**config.mk**
```make
export PLATFORM = sky130hd
export DESIGN_NAME = ctr_ks_sched_flat
export DESIGN_NICKNAME = d
export VERILOG_FILES = /design/src/rtl/gcm_pkg.sv /design/src/rtl/ctr_ks_sched_if.sv /design/src/rtl/ctr_ks_sched.sv /design/src/flat_wrapper.sv
export SDC_FILE = /design/constraint.sdc
export NUM_CORES = 1
export LEC_CHECK = 0
export BUFFER_PORTS_ARGS = -buffer_cell sky130_fd_sc_hd__buf_2
export CORE_AREA = 2 2 307 309
export CTS_BUF_LIST = sky130_fd_sc_hd__clkbuf_2 sky130_fd_sc_hd__clkbuf_4 sky130_fd_sc_hd__clkbuf_8
export DETAILED_ROUTE_END_ITERATION = 10
export DIE_AREA = 0 0 309 311
export SLEW_MARGIN = 20
export SYNTH_ARGS = -nofsm -noshare
export SYNTH_HDL_FRONTEND = slang
export SYNTH_SLANG_ARGS = --single-unit
```
**constraint.sdc**
```tcl
create_clock -name clk -period 24.2 [get_ports clk]
set_input_delay 2.42 -clock clk [delete_from_list [all_inputs] [get_ports clk]]
set_output_delay 2.42 -clock clk [all_outputs]
set_load 0.01 [all_outputs]
```
**src/rtl/gcm_pkg.sv**
```systemverilog
// Shared definitions for the GCM keystream scheduler: block width, FSM states,
// job tags and the 32-bit counter increment used by CTR mode.
package gcm_pkg;

  localparam int BLK_W = 128;

  typedef enum logic [1:0] {
    ST_IDLE  = 2'd0,
    ST_ISSUE = 2'd1,
    ST_WAIT  = 2'd2
  } state_e;

  typedef enum logic [1:0] {
    JOB_H  = 2'd0,
    JOB_TM = 2'd1,
    JOB_KS = 2'd2
  } job_e;

  // Only the low word counts; the upper 96 bits of the block never change.
  function automatic logic [BLK_W-1:0] inc32(input logic [BLK_W-1:0] x);
    return {x[BLK_W-1:32], x[31:0] + 32'd1};
  endfunction

endpackage

```
**src/rtl/ctr_ks_sched_if.sv**
```systemverilog
// Bundle of configuration, result and AES-core handshake signals around the
// keystream scheduler; master is the scheduler side, slave its environment.
interface ctr_ks_sched_if;
  import gcm_pkg::*;

  logic             cfg_load;
  logic [BLK_W-1:0] cfg_j0;
  logic             h_valid;
  logic [BLK_W-1:0] h_data;
  logic             tm_req;
  logic             tm_valid;
  logic [BLK_W-1:0] tm_data;
  logic             ks_req;
  logic             ks_valid;
  logic             ks_ready;
  logic [BLK_W-1:0] ks_data;
  logic             aes_start;
  logic [BLK_W-1:0] aes_din;
  logic             aes_done;
  logic [BLK_W-1:0] aes_dout;
  logic             busy;

  modport master (
    input  cfg_load, cfg_j0, tm_req, ks_req, ks_ready, aes_done, aes_dout,
    output h_valid, h_data, tm_valid, tm_data, ks_valid, ks_data,
           aes_start, aes_din, busy
  );

  modport slave (
    output cfg_load, cfg_j0, tm_req, ks_req, ks_ready, aes_done, aes_dout,
    input  h_valid, h_data, tm_valid, tm_data, ks_valid, ks_data,
           aes_start, aes_din, busy
  );

endinterface

```
**src/rtl/ctr_ks_sched.sv**
```systemverilog
// Shares one AES core between the hash subkey, the tag mask and CTR keystream
// blocks; fixed priority H > TM > KS, one job in flight, one-entry ks buffer.
module ctr_ks_sched
  import gcm_pkg::*;
#(
  parameter bit PREFETCH = 1'b1
) (
  input logic            clk,
  input logic            rst,
  ctr_ks_sched_if.master bus
);

  state_e           state_q, state_d;
  job_e             job_q, job_d;
  logic             configured_q, configured_d;
  logic             drop_q, drop_d;
  logic             pend_h_q, pend_h_d;
  logic             pend_tm_q, pend_tm_d;
  logic             h_valid_q, h_valid_d;
  logic             tm_valid_q, tm_valid_d;
  logic             ks_valid_q, ks_valid_d;
  logic [BLK_W-1:0] j0_q, j0_d;
  logic [BLK_W-1:0] ctr_q, ctr_d;
  logic [BLK_W-1:0] din_q, din_d;
  logic [BLK_W-1:0] h_data_q, h_data_d;
  logic [BLK_W-1:0] tm_data_q, tm_data_d;
  logic [BLK_W-1:0] ks_data_q, ks_data_d;

  logic is_idle, gnt_h, gnt_tm, gnt_ks, grant, done_w, done_ok;

  // A cfg_load cycle never grants: the restart re-arms the H job first.
  always_comb begin
    is_idle = (state_q == ST_IDLE);
    gnt_h   = is_idle && !bus.cfg_load && pend_h_q;
    gnt_tm  = is_idle && !bus.cfg_load && !pend_h_q && pend_tm_q;
    gnt_ks  = is_idle && !bus.cfg_load && !pend_h_q && !pend_tm_q &&
              configured_q && !ks_valid_q && (bus.ks_req || PREFETCH);
    grant   = gnt_h || gnt_tm || gnt_ks;
    done_w  = (state_q == ST_WAIT) && bus.aes_done;
    done_ok = done_w && !drop_q && !bus.cfg_load;
  end

  always_ff @(posedge clk or posedge rst) begin
    if (rst) state_q <= ST_IDLE;
    else     state_q <= state_d;
  end

  always_comb begin
    state_d = state_q;
    unique case (state_q)
      ST_IDLE:  if (grant) state_d = ST_ISSUE;
      ST_ISSUE: state_d = ST_WAIT;
      ST_WAIT:  if (bus.aes_done) state_d = ST_IDLE;
      default:  state_d = ST_IDLE;
    endcase
  end

  always_comb begin
    bus.aes_start = (state_q == ST_ISSUE);
    bus.busy      = !is_idle || pend_h_q || pend_tm_q;
  end

  always_comb begin
    configured_d = configured_q;
    pend_h_d     = pend_h_q;
    pend_tm_d    = pend_tm_q;
    h_valid_d    = h_valid_q;
    ks_valid_d   = ks_valid_q;
    j0_d         = j0_q;
    ctr_d        = ctr_q;
    din_d        = din_q;
    job_d        = job_q;
    h_data_d     = h_data_q;
    tm_data_d    = tm_data_q;
    ks_data_d    = ks_data_q;
    tm_valid_d   = done_ok && (job_q == JOB_TM);

    // Discard the next completion only if it is still to come.
    drop_d = drop_q;
    if (bus.cfg_load && ((state_q == ST_ISSUE) || ((state_q == ST_WAIT) && !bus.aes_done)))
      drop_d = 1'b1;
    else if (done_w)
      drop_d = 1'b0;

    if (bus.cfg_load) begin
      configured_d = 1'b1;
      j0_d         = bus.cfg_j0;
      ctr_d        = inc32(bus.cfg_j0);
      pend_h_d     = 1'b1;
      pend_tm_d    = 1'b0;
      h_valid_d    = 1'b0;
      ks_valid_d   = 1'b0;
    end else begin
      if (gnt_h) pend_h_d = 1'b0;
      if (gnt_tm)                             pend_tm_d = 1'b0;
      else if (bus.tm_req && configured_q)    pend_tm_d = 1'b1;
      if (gnt_ks) ctr_d = inc32(ctr_q);
      if (ks_valid_q && bus.ks_ready) ks_valid_d = 1'b0;
      if (done_ok) begin
        case (job_q)
          JOB_H: begin
            h_valid_d = 1'b1;
            h_data_d  = bus.aes_dout;
          end
          JOB_TM:  tm_data_d = bus.aes_dout;
          JOB_KS: begin
            ks_valid_d = 1'b1;
            ks_data_d  = bus.aes_dout;
          end
          default: ;
        endcase
      end
    end

    // aes_din is captured at grant and then held until the job completes.
    if (gnt_h) begin
      din_d = '0;
      job_d = JOB_H;
    end else if (gnt_tm) begin
      din_d = j0_q;
      job_d = JOB_TM;
    end else if (gnt_ks) begin
      din_d = ctr_q;
      job_d = JOB_KS;
    end
  end

  always_ff @(posedge clk or posedge rst) begin
    if (rst) begin
      configured_q <= 1'b0;
      drop_q       <= 1'b0;
      pend_h_q     <= 1'b0;
      pend_tm_q    <= 1'b0;
      h_valid_q    <= 1'b0;
      tm_valid_q   <= 1'b0;
      ks_valid_q   <= 1'b0;
      job_q        <= JOB_H;
      j0_q         <= '0;
      ctr_q        <= '0;
      din_q        <= '0;
      h_data_q     <= '0;
      tm_data_q    <= '0;
      ks_data_q    <= '0;
    end else begin
      configured_q <= configured_d;
      drop_q       <= drop_d;
      pend_h_q     <= pend_h_d;
      pend_tm_q    <= pend_tm_d;
      h_valid_q    <= h_valid_d;
      tm_valid_q   <= tm_valid_d;
      ks_valid_q   <= ks_valid_d;
      job_q        <= job_d;
      j0_q         <= j0_d;
      ctr_q        <= ctr_d;
      din_q        <= din_d;
      h_data_q     <= h_data_d;
      tm_data_q    <= tm_data_d;
      ks_data_q    <= ks_data_d;
    end
  end

  assign bus.h_valid  = h_valid_q;
  assign bus.h_data   = h_data_q;
  assign bus.tm_valid = tm_valid_q;
  assign bus.tm_data  = tm_data_q;
  assign bus.ks_valid = ks_valid_q;
  assign bus.ks_data  = ks_data_q;
  assign bus.aes_din  = din_q;

endmodule
```
**src/flat_wrapper.sv**
```systemverilog
// flat-port wrapper written by rule: the top's interface ports become plain ports
module ctr_ks_sched_flat import gcm_pkg::*;
#(
  parameter bit PREFETCH = 1'b1
)
  (clk, rst, bus_cfg_load, bus_cfg_j0, bus_tm_req, bus_ks_req, bus_ks_ready, bus_aes_done, bus_aes_dout, bus_h_valid, bus_h_data, bus_tm_valid, bus_tm_data, bus_ks_valid, bus_ks_data, bus_aes_start, bus_aes_din, bus_busy);
  ctr_ks_sched_if bus_i ();
  input logic clk;
  input logic rst;
  input wire logic [$bits(bus_i.cfg_load)-1:0] bus_cfg_load;
  input wire logic [$bits(bus_i.cfg_j0)-1:0] bus_cfg_j0;
  input wire logic [$bits(bus_i.tm_req)-1:0] bus_tm_req;
  input wire logic [$bits(bus_i.ks_req)-1:0] bus_ks_req;
  input wire logic [$bits(bus_i.ks_ready)-1:0] bus_ks_ready;
  input wire logic [$bits(bus_i.aes_done)-1:0] bus_aes_done;
  input wire logic [$bits(bus_i.aes_dout)-1:0] bus_aes_dout;
  output wire logic [$bits(bus_i.h_valid)-1:0] bus_h_valid;
  output wire logic [$bits(bus_i.h_data)-1:0] bus_h_data;
  output wire logic [$bits(bus_i.tm_valid)-1:0] bus_tm_valid;
  output wire logic [$bits(bus_i.tm_data)-1:0] bus_tm_data;
  output wire logic [$bits(bus_i.ks_valid)-1:0] bus_ks_valid;
  output wire logic [$bits(bus_i.ks_data)-1:0] bus_ks_data;
  output wire logic [$bits(bus_i.aes_start)-1:0] bus_aes_start;
  output wire logic [$bits(bus_i.aes_din)-1:0] bus_aes_din;
  output wire logic [$bits(bus_i.busy)-1:0] bus_busy;
  assign bus_i.cfg_load = bus_cfg_load;
  assign bus_i.cfg_j0 = bus_cfg_j0;
  assign bus_i.tm_req = bus_tm_req;
  assign bus_i.ks_req = bus_ks_req;
  assign bus_i.ks_ready = bus_ks_ready;
  assign bus_i.aes_done = bus_aes_done;
  assign bus_i.aes_dout = bus_aes_dout;
  assign bus_h_valid = bus_i.h_valid;
  assign bus_h_data = bus_i.h_data;
  assign bus_tm_valid = bus_i.tm_valid;
  assign bus_tm_data = bus_i.tm_data;
  assign bus_ks_valid = bus_i.ks_valid;
  assign bus_ks_data = bus_i.ks_data;
  assign bus_aes_start = bus_i.aes_start;
  assign bus_aes_din = bus_i.aes_din;
  assign bus_busy = bus_i.busy;
  ctr_ks_sched #(.PREFETCH(PREFETCH)) u_core (.clk(clk), .rst(rst), .bus(bus_i));
endmodule
```
==> summary.txt, run 1 <==
Outcome
  • Status: finished clean

Routing
  • Vias: about 20,000
  • DRT iter0 DRCs: approximately 1,400
  • Via density: approximately 4.5
  • WL per Instance: 18.8 µm
  • DRT antenna net count: 0
  • Drc violations: 0
  • WL final: approximately 84,000 µm
  • First-pass detailed-route iteration total: 7

Worst setup path
  • Worst setup EP type: register
  • CP max stage delay: roughly 750 ps
  • Crit start category: input port
  • Critical path arrival: between 5000 and 6000 ps
  • Flop-to-flop setup slack: a little over 20,000 ps
  • Worst Path Required: around 25,000 ps
  • Reg-to-reg startpoint: u_core.pend_h_q
  • Largest fanout on the critical path: between 80 and 90
  • Slowest-stage cell, CP: buf_4
  • R2R depth: 7
  • Reg-to-reg endpoint: u_core.bus.aes_din[41]
  • Setup CP Type: input port to register
  • CP Cell Sequence: clkbuf_8 -> or3_1 -> or2_1 -> and2_4 -> inv_4 -> buf_4 -> nand3_1 -> nand2_1

STA
  • Fmax: roughly 200 MHz
  • Final hold slack: ~460 ps
  • Layout Skew: about 46 ps
  • Slew HR: 0.289
  • Setup TNS Final: 0 ps
  • Hold Fails Final Rpt: 0
  • RSZ-0062 raised after global routing: false
  • Final period util: 0.212
  • Setup violators final: 0
  • Worst slew pin tran: around 1100 ps
  • Setup WS post-layout: around 19,000 ps
  • Final Max Slew Viols: 0
  • Fin crit period: between 5000 and 6000 ps

Synthesis
  • Synth warn: 0
  • Syn Nets: between 2,000 and 3,000
  • Post-Syn Area: approximately 27,000 µm²
  • Synth area leader: dfrtp_1
  • Syn Area/Cell: ~12 µm²
  • Top_reg_cell synth: dfrtp_1
  • Number of synthesized register bits: slightly below 700
  • Post-synth EDFFs: 0
  • Mapped Cells: 2,308
  • Seq/Total Area, Yosys: 0.625
  • Area contributors post-synth: dfrtp_1 (63%), mux2_2 (16%), nand2_1 (8.9%), nand3_1 (2.3%), xnor2_1 (1.3%)
  • Yosys cell types: a little over 60
  • Async set-reset flop share out of synthesis: 1.00
  • Post-synth top area share: 0.625

GRT
  • First-pass GRT wire length: about 130,000 µm
  • Number of global-route vias before repair: approximately 20,000
  • Global Route Usage Sum: 0.171
  • Largest net degree at the start of global routing: 157
  • Grt ovf: 0
  • Initial antenna violation count: 15

Floorplan
  • I/O pins: 780
  • CORE AREA: ~90,000 µm²
  • Die area: ~96,000 µm²
  • Die X: between 300 and 400 µm
  • Row cnt: about 110
  • Die Span Y: just over 300 µm
  • Initial Util: 0.295

Clock tree
  • Post-CTS Setup Bufs: 0
  • Clk sinks: 683
  • Clk_lat worst skew: roughly 770 ps
  • Gates resized, CTS repair: 0
  • H-tree Lvls: 3
  • CTS Hold Bufs: 0
  • CTS Buf Count: 114
  • CTS tree: built
  • Clock root buffer: clkbuf_8
  • CTS clk-pin slew, worst paths: about 60 ps
  • Max Root-Sink Buffers: 3

Power
  • Tot Pwr: 4.08 mW
  • Leak: around 18 nW
  • Max rail drop VDD: ~0.000057 V
  • Pwr Density: 116 nW/µm²

Placement
  • Port bufs: approximately 800
  • Post-DP Area: ~32,000 µm²
  • Routability cong.: ~0.87
  • Hpwl dp: ~58,000 µm
  • Pre-CTS setup slack: between 15,000 and 20,000 ps
  • Placed instance count: approximately 4,200

Finish
  • Share of cells above drive strength 1: 0.446
  • Core Util, Final: 0.378
  • Finished Layout Cells: around 4,500
  • Filler Cell Count: slightly above 9,000
  • Multi-input logic area: approximately 9600 µm²
  • Final Cell Area: 35,100 µm²
  • Fin nets: about 3,400
  • P&R area growth vs syn: 28.2%
  • Register area: approximately 17,000 µm²

Hold path
  • Hold Path Class: register to register
  • Hold Crit Depth: 2
  • Worst Hold Launch: u_core.bus.aes_din[92]
  • Hold Path Sink: u_core.bus.aes_din[92]

Job
  • Max Cap Violations: 0
==> kinds of logic (layout without fill, tap and decap cells) <==
group | after synthesis | count (layout) | share of synthesized area
AND/OR/NAND/NOR | 903 | 903 | 0.140
flip-flops | 683 | 683 | 0.625
multiplexers | 405 | 405 | 0.166
buffers and inverters | 142 | 1027 | 0.0253
AO/OA/AOI/OAI | 116 | 116 | 0.0244
XOR/XNOR | 58 | 58 | 0.0186
adder cells (fa/ha/maj) | 1 | 1 | 0.000458
other | 0 | 11 | 0
==> cells in the final DEF, fill, tap and decap left out, drive strengths merged, types with 2 or more instances in the layout <==
cell	synthesis	routed
mux2	381	381
clkbuf	54	196
mux2i	24	24
nor2b	2	2
nand2	645	645
xor2	18	18
a22oi	5	5
nor3b	5	5
inv	11	15
nand3	127	127
o21ai	48	48
bufinv	0	2
nand4	5	5
diode	0	11
and2	5	5
and3	2	2
clkinv	1	10
nand3b	14	14
or2	3	3
a21oi	44	44
dfrtp	683	683
a32o	2	2
nor3	17	17
nor4	8	8
a21o	4	4
nand2b	2	2
a222oi	2	2
a21boi	3	3
xnor2	40	40
nor2	59	59
buf	76	803
==> worst max-delay path, delay by kind of cell <==
family        cells  cell delay, ps
simple gates      5            1540
buf+inv           3            1620
==> sequential cells by signal, summed over array words and instances, names as in the netlist <==
register and count:
u_core.bus.aes_din 128, u_core.bus.h_data 128, u_core.bus.ks_data 128, u_core.bus.tm_data 128, u_core.ctr_q 128, u_core.j0_q 32
u_core.job_q 2, u_core.state_q 2, u_core.bus.h_valid 1, u_core.bus.ks_valid 1, u_core.bus.tm_valid 1, u_core.configured_q 1
u_core.drop_q 1, u_core.pend_h_q 1, u_core.pend_tm_q 1
==> how the worst max path moves through the flow <==
stage | start | to | slack [ps] | cells past startpoint
floorplan | rst | u_core.bus.aes_din[0] | 2630 | 1
global placement | bus_cfg_load | u_core.bus.aes_din[40] | 18360 | 8
detailed placement | bus_cfg_load | u_core.bus.aes_din[41] | 18370 | 8
CTS | bus_cfg_load | u_core.bus.aes_din[41] | 19220 | 8
global route | bus_cfg_load | u_core.bus.aes_din[41] | 19010 | 8
finish | bus_cfg_load | u_core.bus.aes_din[41] | 19080 | 8
==> cell usage after synthesis, types with 3 or more instances <==
| master | number |
|---|---|
| buf_2 | 54 |
| nor3b_1 | 4 |
| nor3_1 | 17 |
| nor4_1 | 4 |
| buf_6 | 4 |
| nand3_2 | 3 |
| mux2i_1 | 24 |
| a21oi_1 | 43 |
| clkbuf_1 | 54 |
| nand3b_1 | 13 |
| xnor2_1 | 40 |
| a21o_1 | 4 |
| nand2_1 | 645 |
| mux2_2 | 381 |
| nand4_1 | 4 |
| nand3_1 | 123 |
| nor4_2 | 4 |
| a22oi_1 | 5 |
| buf_1 | 4 |
| inv_1 | 10 |
| nor2_1 | 58 |
| and2_1 | 5 |
| dfrtp_1 | 683 |
| buf_4 | 13 |
| a21boi_0 | 3 |
| o21ai_0 | 48 |
| xor2_1 | 18 |
==> power breakdown <==
| part | switching (mW) | internal (mW) | total, mW | leakage, nW |
|---|---|---|---|---|
| clock network | 0.482 | 0.649 | 1.13 | 1.38 |
| logic | 0.724 | 0.511 | 1.23 | 8.21 |
| registers | 0.198 | 1.52 | 1.72 | 8.68 |
| total | 1.40 | 2.68 | 4.08 | 18.3 |
==> area by class of cell <==
type | count | share of cell area
diodes | 11 | 0.000785
clock buffers | 195 | 0.0689
clock inverters | 16 | 0.00500
inverters | 12 | 0.00164
multi-input cells | 1483 | 0.274
flip-flops and latches | 683 | 0.487
well taps | 1254 | 0.0447
repair buffers | 804 | 0.118
==> metal layers <==
layer,GRT usage,routed length [µm],vias to the layer above
li1,-,-,9348
met1,0.212,34300,9999
met2,0.281,41100,629
met3,0.0510,6440,134
met4,0.0608,2220,0
met5,0,0,-
Note: power is estimated with default switching activity, not from simulation.
==> run 2, diff against run 1 <==
==> constraint.sdc (replaced) <==
create_clock -name clk -period 4.7 [get_ports clk]
set_input_delay 0.47 -clock clk [delete_from_list [all_inputs] [get_ports clk]]
set_output_delay 0.47 -clock clk [all_outputs]
set_load 0.01 [all_outputs]
==> summary.txt, run 2 (same netlist as run 1, synthesis figures left out) <==
Outcome
  • Status: finished clean

Worst setup path
  • Setup CP Type: register to register
  • Worst Path Required: 5410 ps (-19,470 ps)
  • CP Cell Sequence: nor3_1 -> o21ai_2 -> buf_4 -> and2_4 -> inv_4 -> buf_4 -> nand3_1 -> nand2_1
  • Worst setup EP type: register
  • Crit start category: register
  • Largest fanout on the critical path: 50 (-43%)
  • CP most frequent cell: buf_4
  • Critical path arrival: 3500 ps (-2310 ps)
  • Slowest-stage cell, CP: nor3_1
  • CP max stage delay: 490 ps (-260 ps)

Finish
  • P&R area growth vs syn: 38.4%
  • Final Cell Area: 37,900 µm² (+8.0%)
  • Most frequent cells in the layout: buf_2 (777), dfrtp_1 (683), nand2_1 (643), mux2_2 (381), dlygate4sd3_1 (260)
  • Commonest non-fill, non-tap cell in the layout: buf_2
  • Register area: 17,100 µm² (unchanged)
  • Fin nets: 3,639 (+8.2%)
  • Filler Cell Count: 8,960 (-3.1%)
  • Core Util, Final: 0.408 (+0.0301)
  • Share of cells above drive strength 1: 0.415 (-0.0314)
  • Finished Layout Cells: 4,729 (+6.1%)
  • Multi-input logic area: 9590 µm² (unchanged)

GRT
  • Grt ovf: 0 (unchanged)
  • M2 GR Usage: 0.298 (+0.0171)
  • Largest net degree at the start of global routing: 141 (-10%)
  • Met1 Track Usage GR: 0.224 (+0.0115)
  • Number of global-route vias before repair: 22,000 (+7.8%)
  • Initial antenna violation count: 7 (-8)
  • First-pass GRT wire length: 135,000 µm (+6.3%)
  • Global routing's busiest layer: met2
  • Global Route Usage Sum: 0.180 (+0.00928)
  • M3 GR Usage: 0.0482 (-0.00279)

STA
  • Hold Fails Final Rpt: 0 (unchanged)
  • Fin crit period: 2780 ps
  • RSZ-0062 raised after global routing: false
  • Setup violators final: 0 (unchanged)
  • Final Max Slew Viols: 0 (unchanged)
  • Worst slew pin tran: 974 ps (-92.7 ps)
  • Setup TNS Final: 0 ps (unchanged)
  • Final hold slack: 185 ps (-272 ps)
  • Setup WS post-layout: 1920 ps (-17,160 ps)
  • Layout Skew: 39.3 ps (-6.53 ps)
  • Final period util: 0.592
  • Slew HR: 0.351 (+0.0618)
  • Fmax: 359 MHz

Floorplan
  • Row cnt: 112 (unchanged)
  • Die Span Y: 311 µm (unchanged)
  • Initial Util: 0.295 (unchanged)
  • CORE AREA: 92,800 µm² (unchanged)
  • I/O pins: 780 (unchanged)
  • Die area: 96,100 µm² (unchanged)
  • Die X: 309 µm (unchanged)

Placement
  • Hpwl dp: 59,500 µm (+1.8%)
  • Routability cong.: 0.879 (+1.0%)
  • Placed instance count: 4,247 (+0.28%)
  • Port bufs: 778 (unchanged)
  • Post-DP Area: 32,600 µm² (+0.69%)
  • Pre-CTS setup slack: 1510 ps (-16,860 ps)

Clock tree
  • Post-CTS Setup Bufs: 0 (unchanged)
  • Clk_lat worst skew: 790 ps (+20 ps)
  • CTS tree: built
  • Max Root-Sink Buffers: 3 (unchanged)
  • Clk sinks: 683 (unchanged)
  • Gates resized, CTS repair: 0 (unchanged)
  • CTS clk-pin slew, worst paths: 60 ps (about the same)
  • Clock root buffer: clkbuf_8
  • CTS Buf Count: 120 (+5.3%)
  • H-tree Lvls: 3 (unchanged)

Routing
  • DRT iter0 DRCs: 1,227 (-11%)
  • WL final: 88,600 µm (+5.4%)
  • Vias: 21,200 (+5.5%)
  • WL per Instance: 18.7 µm (-0.63%)
  • First-pass detailed-route iteration total: 5 (-2)
  • DRT antenna net count: 0 (unchanged)
  • Via density: 4.49 (-0.57%)
  • Drc violations: 0 (unchanged)

Power
  • Comb pwr share: 0.310 (+0.008)
  • Seq pwr share: 0.414 (-0.007)
  • Pint: 13.9 mW (+420%)
  • Leak: 19.4 nW (+6.4%)
  • Clock power share: 0.277 (about the same)
  • Pwr Density: 564 nW/µm² (+380%)
  • P_sw: 7.43 mW (+430%)
  • Max rail drop VDD: 0.000313 V (+450%)
  • Tot Pwr: 21.4 mW (+420%)
  • Sw frac: 0.348 (+0.00394)

Hold path
  • Hold Path Class: input port to register

Job
  • Max Cap Violations: 0 (unchanged)
-- run 2: layout make-up --
cell class                      count  share of cell area
Inverter                           12             0.00142
Clock inverter                     26             0.00641
Tap cell                         1254              0.0414
Timing Repair Buffer             1075               0.183
Antenna cell                        9            0.000595
Multi-Input combinational cell   1483               0.253
Sequential cell                   683               0.451
Clock buffer                      187              0.0620
-- run 2: power groups by stage --
stage	clock, mW	sequential, mW	combinational (mW)
after floorplan	0	9.71	2.56
after global placement	0	8.83	6.46
after detailed placement	0	8.90	6.54
after CTS	6.07	8.83	6.73
after global routing	6.33	9.08	7.22
final	5.91	8.84	6.61
-- run 2: metal layers --
metal  up-vias  routed length [µm]
met4         0                2790
met1     10500               37300
met3       162                5870
met2       628               42600
li1       9877                   -
met5         -                   0
-- run 2: critical path: cells and delay by family (launching register included) --
family | cells | cell delay, ps
flip-flops | 1 | 470
AND/OR/NAND/NOR | 4 | 1010
buffers and inverters | 3 | 1110
AO/OA/AOI/OAI | 1 | 100
-- run 2: final timing paths --
kind	slack (ps)	end	from	cells past startpoint
setup / recovery	1920	u_core.bus.aes_din[85]	u_core.state_q[0]	8
setup reg to reg	1920	u_core.bus.aes_din[85]	u_core.state_q[0]	8
hold / removal	190	u_core.ctr_q[5]	bus_cfg_load	3
max in group asynchronous	2920	u_core.ctr_q[70]	rst	5
hold reg to reg	460	u_core.bus.aes_din[81]	u_core.bus.aes_din[81]	2
min in group asynchronous	370	u_core.bus.h_data[81]	rst	3
-- run 2: timing repair --
action                     CTS  global route
hold buffers               260             0
setup endpoints to repair    0             0
hold endpoints to repair   549             0
==> run 3, diff against run 2 <==
--- a/config.mk
+++ b/config.mk
@@ -5,11 +5,12 @@
 export SDC_FILE = /design/constraint.sdc
 export NUM_CORES = 1
 export LEC_CHECK = 0
+export ABC_AREA = 1
 export BUFFER_PORTS_ARGS = -buffer_cell sky130_fd_sc_hd__buf_2
-export CORE_AREA = 2 2 307 309
+export CORE_AREA = 2 2 304 306
 export CTS_BUF_LIST = sky130_fd_sc_hd__clkbuf_2 sky130_fd_sc_hd__clkbuf_4 sky130_fd_sc_hd__clkbuf_8
 export DETAILED_ROUTE_END_ITERATION = 10
-export DIE_AREA = 0 0 309 311
+export DIE_AREA = 0 0 306 308
 export SLEW_MARGIN = 20
 export SYNTH_ARGS = -nofsm -noshare
 export SYNTH_HDL_FRONTEND = slang
==> constraint.sdc (replaced) <==
create_clock -name clk -period 2.79 [get_ports clk]
set_input_delay 0.279 -clock clk [delete_from_list [all_inputs] [get_ports clk]]
set_output_delay 0.279 -clock clk [all_outputs]
set_load 0.01 [all_outputs]
==> summary.txt, run 3 <==
Synthesis
  • Post-synth EDFFs: 0 (unchanged)
  • Synth area leader: dfrtp_1
  • Syn Nets: 3,164 (+23%)
  • Top_reg_cell synth: dfrtp_1
  • Yosys cell types: 33 (-46%)
  • Mapped Cells: 2,900 (+26%)
  • Synth warn: 0 (unchanged)
  • Synth cell count leaders: nand2_1 (921), dfrtp_1 (683), o21ai_0 (518), inv_1 (292), nand3_1 (140)
  • Post-synth top area share: 0.638 (+0.0126)
  • Syn Area/Cell: 9.24 µm² (-22%)
  • Area contributors post-synth: dfrtp_1 (64%), nand2_1 (13%), o21ai_0 (9.7%), inv_1 (4.1%), nand3_1 (2.6%)
  • Number of synthesized register bits: 683 (unchanged)
  • Seq/Total Area, Yosys: 0.638 (+0.0126)
  • Post-Syn Area: 26,800 µm² (-2.0%)
  • Most common cell in the synthesized netlist: nand2_1
  • Async set-reset flop share out of synthesis: 1.00 (unchanged)

Finish
  • Commonest non-fill, non-tap cell in the layout: nand2_1
  • Final Cell Area: 37,700 µm² (-0.31%)
  • Finished Layout Cells: 5,262 (+11%)
  • Filler Cell Count: 8,976 (+0.18%)
  • P&R area growth vs syn: 40.8%
  • Most frequent cells in the layout: nand2_1 (920), buf_2 (777), dfrtp_1 (683), o21ai_0 (518), inv_1 (291)
  • Fin nets: 4,250 (+17%)
  • Core Util, Final: 0.415 (+0.00677)
  • Share of cells above drive strength 1: 0.273 (-0.142)

Placement
  • Placed instance count: 4,767 (+12%)
  • Post-DP Area: 32,300 µm² (-0.95%)
  • Port bufs: 778 (unchanged)
  • Hpwl dp: 62,500 µm (+5.1%)
  • Routability cong.: 0.841 (-4.3%)

Worst setup path
  • Flop-to-flop setup slack: 510 ps (-1410 ps)
  • Reg-to-reg endpoint: u_core.bus.ks_data[18]
  • CP Cell Sequence: inv_1 -> nand3_1 -> nor3_2 -> nand3_4 -> buf_12 -> buf_12 -> nand2_1 -> o21ai_0
  • Slowest-stage cell, CP: nand3_4
  • Worst setup EP type: register
  • Reg-to-reg startpoint: u_core.state_q[0]
  • R2R depth: 8 (unchanged)
  • CP max stage delay: 460 ps (-30 ps)
  • Setup CP Type: register to register
  • Critical path arrival: 2880 ps (-620 ps)
  • Worst Path Required: 3390 ps (-2020 ps)
  • Crit start category: register
  • Largest fanout on the critical path: 37 (-26%)
  • CP most frequent cell: buf_12

STA
  • Final hold slack: 198 ps (+12.5 ps)
  • Layout Skew: 41.8 ps (+2.51 ps)
  • Final Max Slew Viols: 0 (unchanged)
  • Final period util: 0.817 (+0.225)
  • Hold Fails Final Rpt: 0 (unchanged)
  • Setup violators final: 0 (unchanged)
  • Fin crit period: 2280 ps (-502 ps)
  • Worst slew pin tran: 783 ps (-191 ps)
  • Fmax: 438 MHz (+22%)
  • RSZ-0062 raised after global routing: false
  • Slew HR: 0.478 (+0.127)
  • Setup TNS Final: 0 ps (unchanged)

Clock tree
  • Clk sinks: 683 (unchanged)
  • Clock root buffer: clkbuf_8
  • CTS Buf Count: 116 (-3.3%)
  • H-tree Lvls: 3 (unchanged)
  • Gates resized, CTS repair: 0 (unchanged)
  • Max Root-Sink Buffers: 3 (unchanged)
  • CTS tree: built
  • CTS clk-pin slew, worst paths: 70 ps (about the same)
  • Clk_lat worst skew: 770 ps (-20 ps)

Routing
  • Drc violations: 0 (unchanged)
  • DRT iter0 DRCs: 2,087 (+70%)
  • First-pass detailed-route iteration total: 6 (+1)
  • Metal3 WL: 5500 µm (-6.3%)
  • Length of routed met2 wiring: 41,800 µm (-1.8%)
  • Vias: 23,500 (+11%)
  • WL per Instance: 17.0 µm (-9.3%)
  • Via density: 4.47 (-0.24%)
  • WL final: 89,400 µm (+0.95%)
  • WL met1: 38,200 µm (+2.4%)
  • Max Used Layer: met4
  • DRT antenna net count: 0 (unchanged)

GRT
  • Global Route Usage Sum: 0.185 (+0.00472)
  • Number of global-route vias before repair: 23,100 (+5.2%)
  • First-pass GRT wire length: 136,000 µm (+1.1%)
  • Initial antenna violation count: 4 (-3)
  • Grt ovf: 0 (unchanged)
  • Largest net degree at the start of global routing: 143 (+1.4%)

Outcome
  • Status: finished clean

Floorplan
  • Initial Util: 0.295 (about the same)
  • I/O pins: 780 (unchanged)
  • Die area: 94,200 µm² (-1.9%)
  • Die X: 306 µm (-0.97%)
  • Row cnt: 111 (-0.89%)
  • CORE AREA: 91,000 µm² (-1.9%)
  • Die Span Y: 308 µm (-0.96%)

Job
  • Max Cap Violations: 0 (unchanged)

Power
  • Pwr Density: 896 nW/µm² (+59%)
  • Leak: 20.0 nW (+2.9%)
  • Max rail drop VDD: 0.000506 V (+62%)

Hold path
  • Hold Path Class: input port to asynchronous set/reset pin
==> run 3: cell types whose count changed in the layout (fill, tap and decap cells not counted), sizes merged, moves of 30 or more <==
cell	before	now
inv	16	298
mux2	381	18
a21oi	44	5
xnor2	40	0
nand2	645	937
o21ai	48	537
buf	814	844
==> run 3: routing by layer <==
metal,GRT usage,vias to the layer above
met5,0,-
met3,0.0418,206
met1,0.239,11200
li1,-,11400
met2,0.292,756
met4,0.0929,0
==> run 3: how the worst max path moves through the flow <==
stage,from,to
global placement,bus_cfg_load,u_core.bus.aes_din[11]
CTS,u_core.state_q[0],u_core.bus.tm_data[52]
finish,u_core.state_q[0],u_core.bus.ks_data[18]
detailed placement,bus_cfg_load,u_core.bus.aes_din[11]
global route,u_core.state_q[0],u_core.bus.tm_data[92]
floorplan,rst,u_core.bus.aes_din[0]
==> run 3: cell type report <==
| cell class | count | area (µm²) | share of cell area |
|---|---|---|---|
| Clock inverter | 26 | 283 | 0.00749 |
| Antenna cell | 3 | 7.51 | 0.000199 |
| Multi-Input combinational cell | 1758 | 7930 | 0.210 |
| Sequential cell | 683 | 17100 | 0.453 |
| Tap cell | 1186 | 1480 | 0.0393 |
| Clock buffer | 179 | 2240 | 0.0595 |
| Timing Repair Buffer | 1131 | 7580 | 0.201 |
| Inverter | 296 | 1120 | 0.0296 |
==> run 3: where the power goes <==
group	internal, mW	switching, mW	total [mW]
sequential	12.8	1.59	14.4
clock	5.49	4.23	9.73
combinational	3.82	5.89	9.71
total	22.1	11.7	33.8
==> run 3: timing repair <==
item / CTS / global route
setup buffers: 0 / 0
hold buffers: 287 / 0
hold endpoints to repair: 549 / 0
==> run 3: critical path, delay by kind of cell, from the launching register on <==
kind | cells | cell delay [ps]
AND/OR/NAND/NOR | 4 | 1040
flip-flops | 1 | 390
buffers and inverters | 3 | 580
AO/OA/AOI/OAI | 1 | 90
==> run 3: cell families after synthesis <==
family          after synthesis  synth area share
simple gates               1152             0.173
xor+xnor                      2          0.000654
compound gates              585             0.112
mux                          18           0.00756
fa+ha+maj                     1          0.000467
buf+inv                     459            0.0684
flops                       683             0.638
==> run 3: stage by stage <==
stage / setup WS [ps] / total power [mW]
6_report: 509 / 33.8
5_1_grt: 320 / 35.9
4_1_cts: 448 / 34.2
3_5_place_dp: 356 / 23.9
3_3_place_gp: 352 / 23.7
2_1_floorplan: -6830 / 19.1
